<file path="src/rtl/fifo_read_sched.sv">
// fifo_read_sched: reads bursts of words from a FIFO and hands them one at a time to a PIC.
// Ports:
//   CLK, Reset      - clock (rising edge) and async active-high reset
//   AF, AE, EF, FF  - FIFO almost-full / almost-empty / empty / full flags
//   fifo_dout       - FIFO read data, valid one cycle after fifo_ren
//   pic_start       - PIC grants a burst while irq is high
//   pic_ack         - PIC has taken data_out
//   clr_ovf         - clears the sticky overflow flag
//   fifo_ren        - FIFO read strobe
//   data_out        - word presented to the PIC, data_valid while unacknowledged
//   irq             - service request (REQ state)
//   busy            - burst in progress
//   word_cnt        - words moved in the current or last burst (saturating)
//   ovf             - sticky FIFO-full indication
module fifo_read_sched #(
    parameter int DATA_W    = 16,
    parameter int BURST_LEN = 64
) (
    input  logic              CLK,
    input  logic              Reset,
    input  logic              AF,
    input  logic              AE,
    input  logic              EF,
    input  logic              FF,
    input  logic [DATA_W-1:0] fifo_dout,
    input  logic              pic_start,
    input  logic              pic_ack,
    input  logic              clr_ovf,
    output logic              fifo_ren,
    output logic [DATA_W-1:0] data_out,
    output logic              data_valid,
    output logic              irq,
    output logic              busy,
    output logic [7:0]        word_cnt,
    output logic              ovf
);
    typedef enum logic [2:0] {IDLE, REQ, READ, FETCH, HOLD} state_t;
    state_t state, state_nx;
    logic af_q, ae_q, primed;
    logic af_rise, ae_rise, last_word;
    // primed keeps the first post-reset AF sample from counting as an edge
    assign af_rise   = AF & ~af_q & primed;
    assign ae_rise   = AE & ~ae_q;
    assign last_word = (word_cnt == 8'(BURST_LEN)) || EF;
    assign fifo_ren  = (state == READ) && !EF;
    assign irq       = state == REQ;
    assign busy      = (state == READ) || (state == FETCH) || (state == HOLD);
    always_ff @(posedge CLK or posedge Reset) begin
        if (Reset) state <= IDLE;
        else       state <= state_nx;
    end
    always_comb begin
        state_nx = state;
        case (state)
            IDLE:    state_nx = af_rise ? REQ : IDLE;
            REQ:     state_nx = ae_rise ? IDLE : pic_start ? READ : REQ;
            READ:    state_nx = EF ? IDLE : FETCH;
            FETCH:   state_nx = HOLD;
            HOLD:    state_nx = !pic_ack ? HOLD : last_word ? IDLE : READ;
            default: state_nx = IDLE;
        endcase
    end
    always_ff @(posedge CLK or posedge Reset) begin
        if (Reset) begin
            af_q       <= 1'b0;
            ae_q       <= 1'b0;
            primed     <= 1'b0;
            ovf        <= 1'b0;
            word_cnt   <= 8'd0;
            data_out   <= '0;
            data_valid <= 1'b0;
        end else begin
            af_q   <= AF;
            ae_q   <= AE;
            primed <= 1'b1;
            // FF wins over a coincident clear
            ovf    <= FF | (ovf & ~clr_ovf);
            if (state == REQ && state_nx == READ) word_cnt <= 8'd0;
            if (state == FETCH) begin
                data_out   <= fifo_dout;
                data_valid <= 1'b1;
                word_cnt   <= (word_cnt == 8'hFF) ? word_cnt : word_cnt + 8'd1;
            end
            if (state == HOLD && pic_ack) data_valid <= 1'b0;
        end
    end
endmodule
</file>
<file path="config.mk">
export PLATFORM = sky130hd
export DESIGN_NAME = fifo_read_sched
export DESIGN_NICKNAME = d
export VERILOG_FILES = /design/src/rtl/fifo_read_sched.sv
export SDC_FILE = /design/constraint.sdc
export NUM_CORES = 1
export LEC_CHECK = 0
export ABC_AREA = 0
export ABC_CLOCK_PERIOD_IN_PS = 1950
export BUFFER_PORTS_ARGS = -buffer_cell sky130_fd_sc_hd__buf_4
export CORE_MARGIN = 5
export CORE_UTILIZATION = 41
export DETAILED_ROUTE_END_ITERATION = 8
export PLACE_DENSITY = 0.7
export SETUP_SLACK_MARGIN = 0.15
export SYNTH_ARGS = -nofsm -noshare
export SYNTH_HDL_FRONTEND = slang
export SYNTH_SLANG_ARGS = --single-unit
</file>
<file path="constraint.sdc">
create_clock -name CLK -period 1.95 [get_ports CLK]
set_input_delay 0.39 -clock CLK [delete_from_list [all_inputs] [get_ports CLK]]
set_output_delay 0.39 -clock CLK [all_outputs]
set_load 0.01 [all_outputs]
</file>
* Word-level counts from Yosys, hierarchy flattened *
Cells that the tools add are included.

word-level totals
  output and inout port bits = 29
  bits in registers = 32
  input port bits = 25
  word-level logic and storage cells = 48

operators by class
  eq/ne operators = 8
  add/sub/neg operators = 1
  bitwise logic cells = 8
  muxes and demuxes = 12
  reduce and logical (&&, ||, !) cells = 11

operator list
  kind                 count
  $mux 8               3
  $pmux 3 s5           1
  $eq 3x2->1 const B   3
  $add 8x1->8 const B  1
  $eq 8x7->1 const B   1
  $eq 8x8->1 const B   1
  $mux 2               4
  $and 1x1->1          4
  $reduce_bool 2->1    2
  $eq 3x1->1 const B   1
  $eq 3x3->1 const B   1
  $logic_and 1x1->1    3
  $logic_not 3->1      1
  $logic_or 1x1->1     3
  $mux 1               3
  $mux 3               1
  $not 1->1            3
  $ne 2x2->1 const B   1
  $reduce_and 2->1     1
  $logic_not 1->1      1
  $or 1x1->1           1

* Logic depth before layout (Yosys ltp) *
Gate-level depths: netlist of run 1.

  depth in word-level cells = 9
  mapped depth = 6
  gate-level depth less buffers = 5

* Worst setup path before layout of run 1 *
OpenSTA, ideal clock, no wires.

  path type = register -> register
  start point = register word_cnt[0]
  end point = register word_cnt[5]
  clock period less this slack = 1.616 ns
  path buffers = 0
  required time = 1.871 ns
  cell stages (with the launch flop) = 5
  setup time = 0.079 ns
  slack = 0.334 ns
  data arrival time = 1.537 ns
  cells stage by stage = dfrtp_1 > ha_1 > and2_1 > a2111oi_0 > mux2i_1

between the ends
  word-level cells in the longest chain between the ends = 9
  elaborated cells between the ends (all ways) = 14
  classes of those cells = add/sub (1); eq/ne (4); mux (5); reduce/logical (4)

RTL lines
  element                             RTL line  RTL
  start: declaration                  34        output logic [7:0] word_cnt,
  start signal: assignment            82        word_cnt <= (word_cnt == 8'hFF) ? word_cnt : word_cnt + 8'd1;
  $eq 8x7->1                          44        assign last_word = (word_cnt == 8'(BURST_LEN)) || EF;
  $logic_or 1x1->1                    44
  $mux 2                              59        HOLD: state_nx = !pic_ack ? HOLD : last_word ? IDLE : READ;
  $mux 3                              59
  $pmux 3 s5                          54        case (state)
  $eq 3x2->1                          78        if (state == REQ && state_nx == READ) word_cnt <= 8'd0;
  $logic_and 1x1->1                   78
  $reduce_bool 2->1 (no source line)  --
  $reduce_and 2->1 (no source line)   --

Several ways; a longest one is shown, not always the timed one. The select of a mux whose other input is x is not followed.
A chain may end at the register's enable or synchronous reset.

* Final worst setup path of run 1 *
  start point = register state[2]
  end point = output fifo_ren

between the ends
  word-level cells in the longest chain between the ends = 2

RTL lines
  element                   RTL line  RTL
  start: declaration        38        state_t state, state_nx;
  start signal: assignment  50        else state <= state_nx;
  $eq 3x2->1                45        assign fifo_ren = (state == READ) && !EF;
  $logic_and 1x1->1         45
  end: declaration          29        output logic fifo_ren,

Every way passes these cells.

==> run_results.csv, run 1 <==
group,metric,value,unit
synth,synth_top_family_by_area,"simple AND/OR/NAND/NOR gates",
finish,final_util,61.7,%
clock_tree,numCtsBuffers,5,
floorplan,ios,54,
synth,yosys_warnings,0,
power,peakVddDrop,0.000706,V
power,p_switching,0.00110,W
worst_setup_path,slowest_stage,"dfrtp_2",
job,max_cap_violations,0,
sta,tns,0,ns
worst_setup_path,crit_type,"reg2out",
clock_tree,cts_hold_repair.buffers,0,
detailed_routing,wl_per_cell,14.0,um
floorplan,fp.dieH,70.0,um
detailed_routing,vias_per_cell,4.97,
clock_tree,clk_path_buf_depth,2,
synth,ys_async_sr_fraction,100,%
synth,synthCells,155,
synth,synth-xor-area-share,0.594,%
global_routing,grt-ovfl-total,0,
floorplan,die-area,0.00490,sq mm
detailed_routing,drtIter0Drc,53,
worst_setup_path,cp-end-kind,"output port",
floorplan,coreArea,0.00342,sq mm
detailed_routing,via_count,1338,
synth,yosys-mux-area-fraction,2.37,%
synth,synth.avg_cell_area,9.52,sq um
synth,synth-edff-count,0,
power,swShare,36.5,%
clock_tree,path_clk_slew,0.10,ns
sta,rsz0062_at_grt,"yes",
power,power.internal,0.00191,W
sta,fin_crit,1.82,ns
global_routing,grt_pass1_wl,6420,um
worst_setup_path,cp-start-kind,"flip-flop",
worst_setup_path,crit_required,1.56,ns
global_routing,grt_pass1_vias,1401,
synth,synth_fa_ha_area_share,1.70,%
clock_tree,clock_sinks,32,
synth,synth-seq-area-share,54.3,%
sta,setup_violations,0,
clock_tree,cts_tree,"built",
detailed_routing,routed_wl,3780,um
worst_setup_path,r2r_start,"state[2]$_DFF_PP0_",
sta,fin_worst_skew,0.00932,ns
sta,hold_viol,0,
finish,final_nets,249,
floorplan,die_w,70.0,um
global_routing,gr-usage-all-layers,16.4,%
finish,area_growth,42.8,%
power,p_leak,1.06,nW
power,p_per_area,1430,mW/mm^2
synth,synth_simple_gate_area_share,25.4,%
synth,synth_compound_area_share,10.9,%
synth,yosysTopAreaCell,"dfrtp_1",
min_path,hold_path_class,"in2async",
worst_setup_path,crit_chain,"buf_4 > nor4_4 > buf_4",
worst_setup_path,crit_path_frequent_cell,"buf_4",
worst_setup_path,slowest_delay,0.45,ns
synth,synth_top_area_share,54.3,%
synth,ys_seq_elements,32,
run_status,status,"finished clean",
synth,syn_nets,182,
sta,finalCritPeriodShare,93.2,%
placement,portBuffers,53,
synth,synth.distinct_cells,40,
power,combPwrFrac,43.5,%
synth,synth_ff_type,"dfrtp_1",
worst_setup_path,worstPathArrival,1.43,ns
placement,gp_congestion,0.886,
finish,drive_gt1_share,37.2,%
detailed_routing,antenna_left,0,
clock_tree,root_buffer,"clkbuf_4",
synth,synth_area_leaders,"dfrtp_1, nand2_1, a211oi_1",
worst_setup_path,rr_endpoint,"word_cnt[1]$_DFFE_PP0P_",
worst_setup_path,crit_path_max_fanout,4,
detailed_routing,firstDrtPassIters,4,
placement,hpwl,2640,um
finish,antenna_cells,0,
clock_tree,h-tree-depth,2,
global_routing,antenna_found_initial,0,
floorplan,num_rows,21,
worst_setup_path,reg2reg_slack,0.30,ns
detailed_routing,drc,0,
sta,drv_slew,0,
global_routing,grt_max_degree,33,
finish,fillerInstances,300,
worst_setup_path,reg2reg_depth,4,
sta,fmax,550,MHz
clock_tree,clkLatencyLatePin,0.34,ns
synth,syn_area,0.00148,sq mm
power,p_seq_share,39.5,%
floorplan,start_util,43.2,%
power,p_clk_share,17.0,%
-- layout by cell type (no fill, tap or decap), drive strengths merged, types with 2 or more instances in the layout --
master / synthesis / final
buf: 4 / 66
nand3b: 2 / 2
o31ai: 3 / 3
dfrtp: 32 / 32
inv: 10 / 10
and4: 2 / 2
nand2: 50 / 50
a21o: 2 / 2
o21ai: 2 / 2
ha: 2 / 2
a21oi: 5 / 5
mux2i: 2 / 2
nand2b: 2 / 2
or3b: 2 / 2
nand3: 2 / 2
nor3: 5 / 5
and3: 2 / 2
nor4b: 2 / 2
a211oi: 5 / 5
clkbuf: 2 / 5
nor4: 2 / 2
-- cell families (layout without fill, tap and decap cells) --
group	Yosys count	after routing
buffers and inverters	16	84
adder cells (fa/ha/maj)	2	2
AND/OR/NAND/NOR	77	77
XOR/XNOR	1	1
flip-flops	32	32
other	1	1
multiplexers	3	3
AO/OA/AOI/OAI	23	23
-- metrics by stage --
| step | std cells | hold WS (ns) | power [W] | worst slack [ns] | area, sq um |
|---|---|---|---|---|---|
| after global placement | 252 | 0.461 | 0.00230 | 0.308 | 1930 |
| after floorplan | 155 | 0.421 | 0.00175 | 0.334 | 1480 |
| after detailed placement | 252 | 0.464 | 0.00234 | 0.272 | 1930 |
| final | 269 | 0.126 | 0.00301 | 0.133 | 2110 |
| after global routing | 269 | 0.145 | 0.00324 | 0.0958 | 2110 |
| after CTS | 267 | 0.134 | 0.00299 | 0.130 | 2090 |
-- repair_timing --
item / CTS / global route
pin swaps: 1 / 1
cloned: 0 / 0
gates resized for setup: 8 / 2
setup endpoints to repair: 3 / 4
buffers inserted: 7 / 2
-- routing by layer --
layer	wire length (um)	GRT usage, %
met1	1540	18.8
met2	1850	27.1
met3	294	5.31
met4	88	8.51
met5	0	0
-- power groups by stage --
| stage | clock network [W] | registers, W | logic, W |
|---|---|---|---|
| floorplan | 0 | 0.00125 | 0.000492 |
| global placement | 0 | 0.00118 | 0.00112 |
| detailed placement | 0 | 0.00119 | 0.00115 |
| CTS | 0.000521 | 0.00118 | 0.00129 |
| global route | 0.000554 | 0.00123 | 0.00145 |
| finish | 0.000511 | 0.00119 | 0.00131 |
-- cell type report --
cell class	count	area [sq um]	share of cell area, %
inverter	10	37.5	1.78
multi-input combinational	107	633	30.0
clock buffer	5	37.5	1.78
clock inverter	3	42.5	2.02
timing repair buffer	66	495	23.5
tap	46	57.6	2.73
sequential	32	803	38.1
-- worst max-delay path, delay by kind of cell, from the launching register on --
family                 cells  cell delay (ns)
flip-flops                 1             0.45
buffers and inverters      2             0.34
AND/OR/NAND/NOR            1             0.29
-- flip-flops by register name, summed over array words and instances (netlist names) --
signal and cells:
data_out 16, data_valid 1, state 3, af_q 1
primed 1, word_cnt 8, ovf 1, ae_q 1
-- synth_stat cells (3+ instances only) --
master,count
nand2_1,50
dfrtp_1,32
inv_1,10
a211oi_1,5
a21oi_1,5
nor3_1,4
o31ai_1,3
-- worst max path at each step --
stage / start / to / slack [ns] / cells past startpoint
floorplan: word_cnt[0]$_DFFE_PP0P_ / word_cnt[5]$_DFFE_PP0P_ / 0.33 / 4
global placement: word_cnt[0]$_DFFE_PP0P_ / word_cnt[5]$_DFFE_PP0P_ / 0.31 / 4
detailed placement: word_cnt[0]$_DFFE_PP0P_ / word_cnt[5]$_DFFE_PP0P_ / 0.27 / 4
CTS: state[0]$_DFF_PP0_ / fifo_ren / 0.13 / 3
global route: state[1]$_DFF_PP0_ / busy / 0.1 / 3
finish: state[2]$_DFF_PP0_ / fifo_ren / 0.13 / 3
No activity file was read; power rests on OpenSTA's default activity.
==> inputs of run 2 (changes only) <==
--- a/config.mk
+++ b/config.mk
@@ -6,7 +6,7 @@
 export NUM_CORES = 1
 export LEC_CHECK = 0
 export ABC_AREA = 0
-export ABC_CLOCK_PERIOD_IN_PS = 1950
+export ABC_CLOCK_PERIOD_IN_PS = 1900
 export BUFFER_PORTS_ARGS = -buffer_cell sky130_fd_sc_hd__buf_4
 export CORE_MARGIN = 5
 export CORE_UTILIZATION = 41
==> constraint.sdc (replaced) <==
create_clock -name CLK -period 1.9 [get_ports CLK]
set_input_delay 0.38 -clock CLK [delete_from_list [all_inputs] [get_ports CLK]]
set_output_delay 0.38 -clock CLK [all_outputs]
set_load 0.01 [all_outputs]
==> run 2 against run 1 <==
  * Total power is 3.4% higher
  * Sequential cell count unchanged
  * Global-route usage is 0.065 points lower
  * Cell count shrank 0.37%
  * Combinational power is 5% higher
  * Die area unchanged
  * Via count up 1.6%
  * Clock power grew 1%
  * Critical path depth is the same
  * Critical endpoint is now busy
==> run_results.csv, run 2 (synthesized netlist as in run 1, its figures left out) <==
group,metric,value,unit
run_status,status,"finished clean",
worst_setup_path,crit_family,"flip-flops",
worst_setup_path,slowest_stage,"dfrtp_2",
placement,hpwl,2610,um
floorplan,die-area,0.00490,sq mm
global_routing,grt_pass1_vias,1403,
detailed_routing,routed_wl,3790,um
power,p_leak,1.06,nW
sta,drv_slew,0,
min_path,hold_path_class,"in2async",
finish,largest_register_ffs,16,
worst_setup_path,crit_path_max_fanout,4,
finish,antenna_cells,0,
finish,area_growth,43.7,%
worst_setup_path,cp-startpoint,"state[0]$_DFF_PP0_",
finish,fin_area,0.00212,sq mm
worst_setup_path,crit_cells,3,
worst_setup_path,cp-start-kind,"flip-flop",
worst_setup_path,crit_buf_inv,1,
sta,tns,0,ns
detailed_routing,wl_per_cell,14.1,um
floorplan,fp.dieH,70.0,um
placement,place_area,0.00193,sq mm
power,peakVddDrop,0.000796,V
global_routing,grt-ovfl-total,0,
clock_tree,root_buffer,"clkbuf_4",
sta,max-slew-margin-rel,64.8,%
placement,gp_congestion,0.863,
floorplan,start_util,43.2,%
detailed_routing,antenna_left,0,
finish,final_common_cell,"buf_4",
detailed_routing,firstDrtPassIters,5,
sta,fin_crit,1.80,ns
sta,worst_slew_pin_slew,0.528,ns
worst_setup_path,crit_chain,"or3b_4 > o21ai_2 > buf_4",
floorplan,die_w,70.0,um
sta,finalCritPeriodShare,94.5,%
global_routing,gr-usage-all-layers,16.3,%
detailed_routing,drtIter0Drc,62,
sta,fin_worst_skew,0.00729,ns
clock_tree,clock_sinks,32,
finish,final_cell_mix,"buf_4, nand2_1, dfrtp_1",
worst_setup_path,r2r_start,"state[2]$_DFF_PP0_",
worst_setup_path,worstPathArrival,1.42,ns
worst_setup_path,reg2reg_depth,4,
global_routing,grt_max_degree,33,
clock_tree,clk_path_buf_depth,2,
worst_setup_path,cp-end-kind,"output port",
placement,portBuffers,53,
detailed_routing,vias_per_cell,5.07,
floorplan,num_rows,21,
worst_setup_path,crit_end,"busy",
sta,fmax,557,MHz
global_routing,antenna_found_initial,0,
worst_setup_path,reg2reg_slack,0.25,ns
worst_setup_path,slowest_delay,0.46,ns
worst_setup_path,crit_required,1.52,ns
power,total_power,0.00311,W
global_routing,grt_pass1_wl,6430,um
clock_tree,cts_tree,"built",
detailed_routing,drc,0,
sta,setup_violations,0,
floorplan,coreArea,0.00342,sq mm
job,max_cap_violations,0,
clock_tree,path_clk_slew,0.10,ns
clock_tree,clkLatencyLatePin,0.34,ns
clock_tree,numCtsBuffers,5,
power,p_per_area,1470,mW/mm^2
floorplan,ios,54,
worst_setup_path,rr_endpoint,"word_cnt[1]$_DFFE_PP0P_",
detailed_routing,via_count,1359,
sta,hold_viol,0,
sta,fin_hold_ws,0.120,ns
finish,drive_gt1_share,36.9,%
finish,reg.largest.list,"data_out x16, word_cnt x8, state x3",
finish,final_util,62.1,%
clock_tree,h-tree-depth,2,
worst_setup_path,crit_type,"reg2out",
finish,top_register,"data_out",
sta,rsz0062_at_grt,"yes",
finish,final_nets,248,
## run 2: cell types whose count changed in the layout (fill, tap and decap cells not counted)
cell / change
nor3_4: +1
nor3_2: -1
and3b_1: -1
clkinvlp_4: -1
buf_6: +1
buf_12: +1
clkbuf_1: +1
and3b_2: +1
buf_4: -3
## run 2: worst reg2reg max path, cell delays in order, from the launching register on
cell	delay [ns]
dfrtp_2	0.46
or3b_4	0.39
buf_4	0.17
o31a_1	0.27
mux2_4	0.26
## run 2: layout make-up
| type | instances | area, sq um |
|---|---|---|
| flip-flops and latches | 32 | 803 |
| fillers | 282 | 1300 |
| clock buffers | 6 | 41.3 |
| clock inverters | 2 | 35.0 |
| repair buffers | 65 | 504 |
| well taps | 46 | 57.6 |
| inverters | 10 | 37.5 |
| multi-input cells | 107 | 641 |
## run 2: per-layer routing
metal / global-route usage [%] / vias to the layer above / share of wire (%)
li1: - / 657 / -
met1: 18.9 / 641 / 40
met2: 27.8 / 56 / 51
met3: 5.31 / 5 / 7.6
met4: 6.17 / 0 / 1.4
met5: 0 / - / 0
## run 2: worst min-delay path by stage
stage	start	to	slack, ns	depth (start not counted)
2_1_floorplan	AE	ae_q$_DFF_PP0_	0.41	0
3_3_place_gp	data_out[6]$_DFFE_PP0P_	data_out[6]$_DFFE_PP0P_	0.46	2
3_5_place_dp	data_out[15]$_DFFE_PP0P_	data_out[15]$_DFFE_PP0P_	0.46	2
4_1_cts	Reset	ovf$_DFF_PP0_	0.13	3
5_1_grt	AE	ae_q$_DFF_PP0_	0.14	1
6_report	Reset	data_out[6]$_DFFE_PP0P_	0.12	3
## run 2: power by group
group          switching (W)  internal (W)
Clock               0.000240      0.000276
Combinational       0.000627      0.000751
Sequential          0.000262      0.000957
## run 2: through the flow
stage,std cells,worst slack [ns]
CTS,265,0.118
global route,268,0.0736
detailed placement,252,0.212
finish,268,0.105
floorplan,155,0.284
global placement,252,0.269
## run 2: repair_timing
item | in CTS | in global routing
setup buffers | 5 | 3
resized for setup | 7 | 6
endpoints found under the setup margin | 3 | 11
pin swaps | 1 | 2
hold buffers | 0 | 0
==> inputs of run 3 (changes only) <==
--- a/config.mk
+++ b/config.mk
@@ -8,6 +8,7 @@
 export ABC_AREA = 0
 export ABC_CLOCK_PERIOD_IN_PS = 1900
 export BUFFER_PORTS_ARGS = -buffer_cell sky130_fd_sc_hd__buf_4
+export CORE_ASPECT_RATIO = 1.75
 export CORE_MARGIN = 5
 export CORE_UTILIZATION = 41
 export DETAILED_ROUTE_END_ITERATION = 8
==> run 3 against run 2 <==
  * Critical path type unchanged
  * Via count down 1.8%
  * Routed wire length decreased by 2.9%
  * Critical endpoint is now fifo_ren
  * Cell count fell by 0.75%
==> run_results.csv, run 3 (synthesized netlist as in run 1, its figures left out) <==
group,metric,value,unit
run_status,status,"finished clean",
power,p_leak,1.05,nW
detailed_routing,drtIter0Drc,32,
floorplan,coreArea,0.00356,sq mm
clock_tree,path_clk_slew,0.07,ns
worst_setup_path,cp-start-kind,"flip-flop",
worst_setup_path,crit_type,"reg2out",
finish,antenna_cells,0,
global_routing,gr-usage-all-layers,15.8,%
sta,fin_worst_skew,0.00541,ns
worst_setup_path,r2r_start,"state[2]$_DFF_PP0_",
power,peakVddDrop,0.000876,V
worst_setup_path,reg2reg_slack,0.19,ns
global_routing,antenna_found_initial,0,
finish,reg.largest.list,"data_out x16, word_cnt x8, state x3",
sta,setup_violations,0,
global_routing,grt_pass1_vias,1429,
sta,setup_ws,0.136,ns
finish,drive_gt1_share,35.9,%
worst_setup_path,worstPathArrival,1.38,ns
finish,area_growth,42.8,%
finish,final_common_cell,"buf_4",
worst_setup_path,crit_required,1.52,ns
worst_setup_path,cp-end-kind,"output port",
floorplan,fp.dieH,89.4,um
detailed_routing,via_count,1334,
clock_tree,cts_hold_repair.buffers,0,
min_path,hold_path_class,"in2async",
power,p_per_area,1500,mW/mm^2
global_routing,grt_pass1_wl,6230,um
global_routing,grt_max_degree,33,
finish,final_nets,246,
placement,post-place-cells,253,
sta,finalCritPeriodShare,92.8,%
floorplan,num_rows,29,
worst_setup_path,rr_endpoint,"word_cnt[1]$_DFFE_PP0P_",
finish,largest_register_ffs,16,
clock_tree,cts_tree,"built",
clock_tree,clk_path_buf_depth,2,
floorplan,start_util,41.5,%
sta,drv_slew,0,
detailed_routing,antenna_left,0,
sta,rsz0062_at_grt,"yes",
clock_tree,numCtsBuffers,5,
placement,dp_slack,0.209,ns
detailed_routing,routed_wl,3680,um
clock_tree,clock_sinks,32,
placement,portBuffers,53,
finish,final_cell_mix,"buf_4, nand2_1, dfrtp_1",
finish,fin_cells,266,
floorplan,die-area,0.00494,sq mm
power,total_power,0.00315,W
sta,hold_viol,0,
worst_setup_path,reg2reg_depth,4,
sta,fmax,567,MHz
floorplan,ios,54,
detailed_routing,wl_per_cell,13.8,um
floorplan,die_w,55.3,um
worst_setup_path,crit_path_max_fanout,5,
clock_tree,h-tree-depth,2,
detailed_routing,firstDrtPassIters,4,
global_routing,grt-ovfl-total,0,
clock_tree,root_buffer,"clkbuf_8",
sta,fin_crit,1.76,ns
placement,hpwl,2740,um
clock_tree,clkLatencyLatePin,0.28,ns
job,max_cap_violations,0,
placement,gp_congestion,0.900,
detailed_routing,drc,0,
detailed_routing,vias_per_cell,5.02,
finish,top_register,"data_out",
sta,tns,0,ns
[run 3: how the worst max path moves through the flow]
stage,from,to,slack (ns),depth (start not counted)
finish,state[1]$_DFF_PP0_,fifo_ren,0.14,3
global route,state[1]$_DFF_PP0_,fifo_ren,0.04,3
CTS,state[2]$_DFF_PP0_,irq,0.08,3
detailed placement,word_cnt[0]$_DFFE_PP0P_,word_cnt[5]$_DFFE_PP0P_,0.21,4
global placement,word_cnt[0]$_DFFE_PP0P_,word_cnt[5]$_DFFE_PP0P_,0.27,4
floorplan,word_cnt[0]$_DFFE_PP0P_,word_cnt[5]$_DFFE_PP0P_,0.28,4
[run 3: power breakdown]
part           internal, W  leakage, nW  total [W]  switching, W
clock network     0.000387       0.0541   0.000636      0.000249
registers         0.000959        0.388    0.00121      0.000246
logic             0.000702        0.610    0.00131      0.000608
[run 3: critical path, cell delays in order (launching register included)]
cell,delay (ns)
dfrtp_1,0.41
inv_1,0.09
nor4_2,0.41
buf_4,0.19
[run 3: final cells by class]
cell class / instances / area (sq um)
Timing Repair Buffer: 63 / 477
Fill cell: 337 / 1450
Clock inverter: 3 / 42.5
Clock buffer: 5 / 68.8
Inverter: 10 / 37.5
Multi-Input combinational cell: 107 / 621
Sequential cell: 32 / 803
Tap cell: 46 / 57.6
[run 3: metal layers]
metal	routed length, um	global-route usage, %	vias up
met1	1330	15.5	635
li1	-	-	650
met4	97	10.2	0
met3	194	4.48	9
met5	0	0	-
met2	2060	29.1	40
[run 3: metrics by stage]
step	utilization, %	instance area (sq um)	hold WS, ns
2_1_floorplan	-	1480	0.411
3_3_place_gp	54.5	1940	0.458
3_5_place_dp	54.5	1940	0.464
4_1_cts	58.4	2080	0.180
5_1_grt	59.3	2110	0.203
6_report	59.3	2110	0.175
[run 3: timing repair]
action / in CTS / in global routing
setup endpoints to repair: 3 / 4
hold endpoints to repair: 0 / 0
pin swaps: 0 / 1
buffers inserted: 3 / 2
resized for setup: 3 / 6
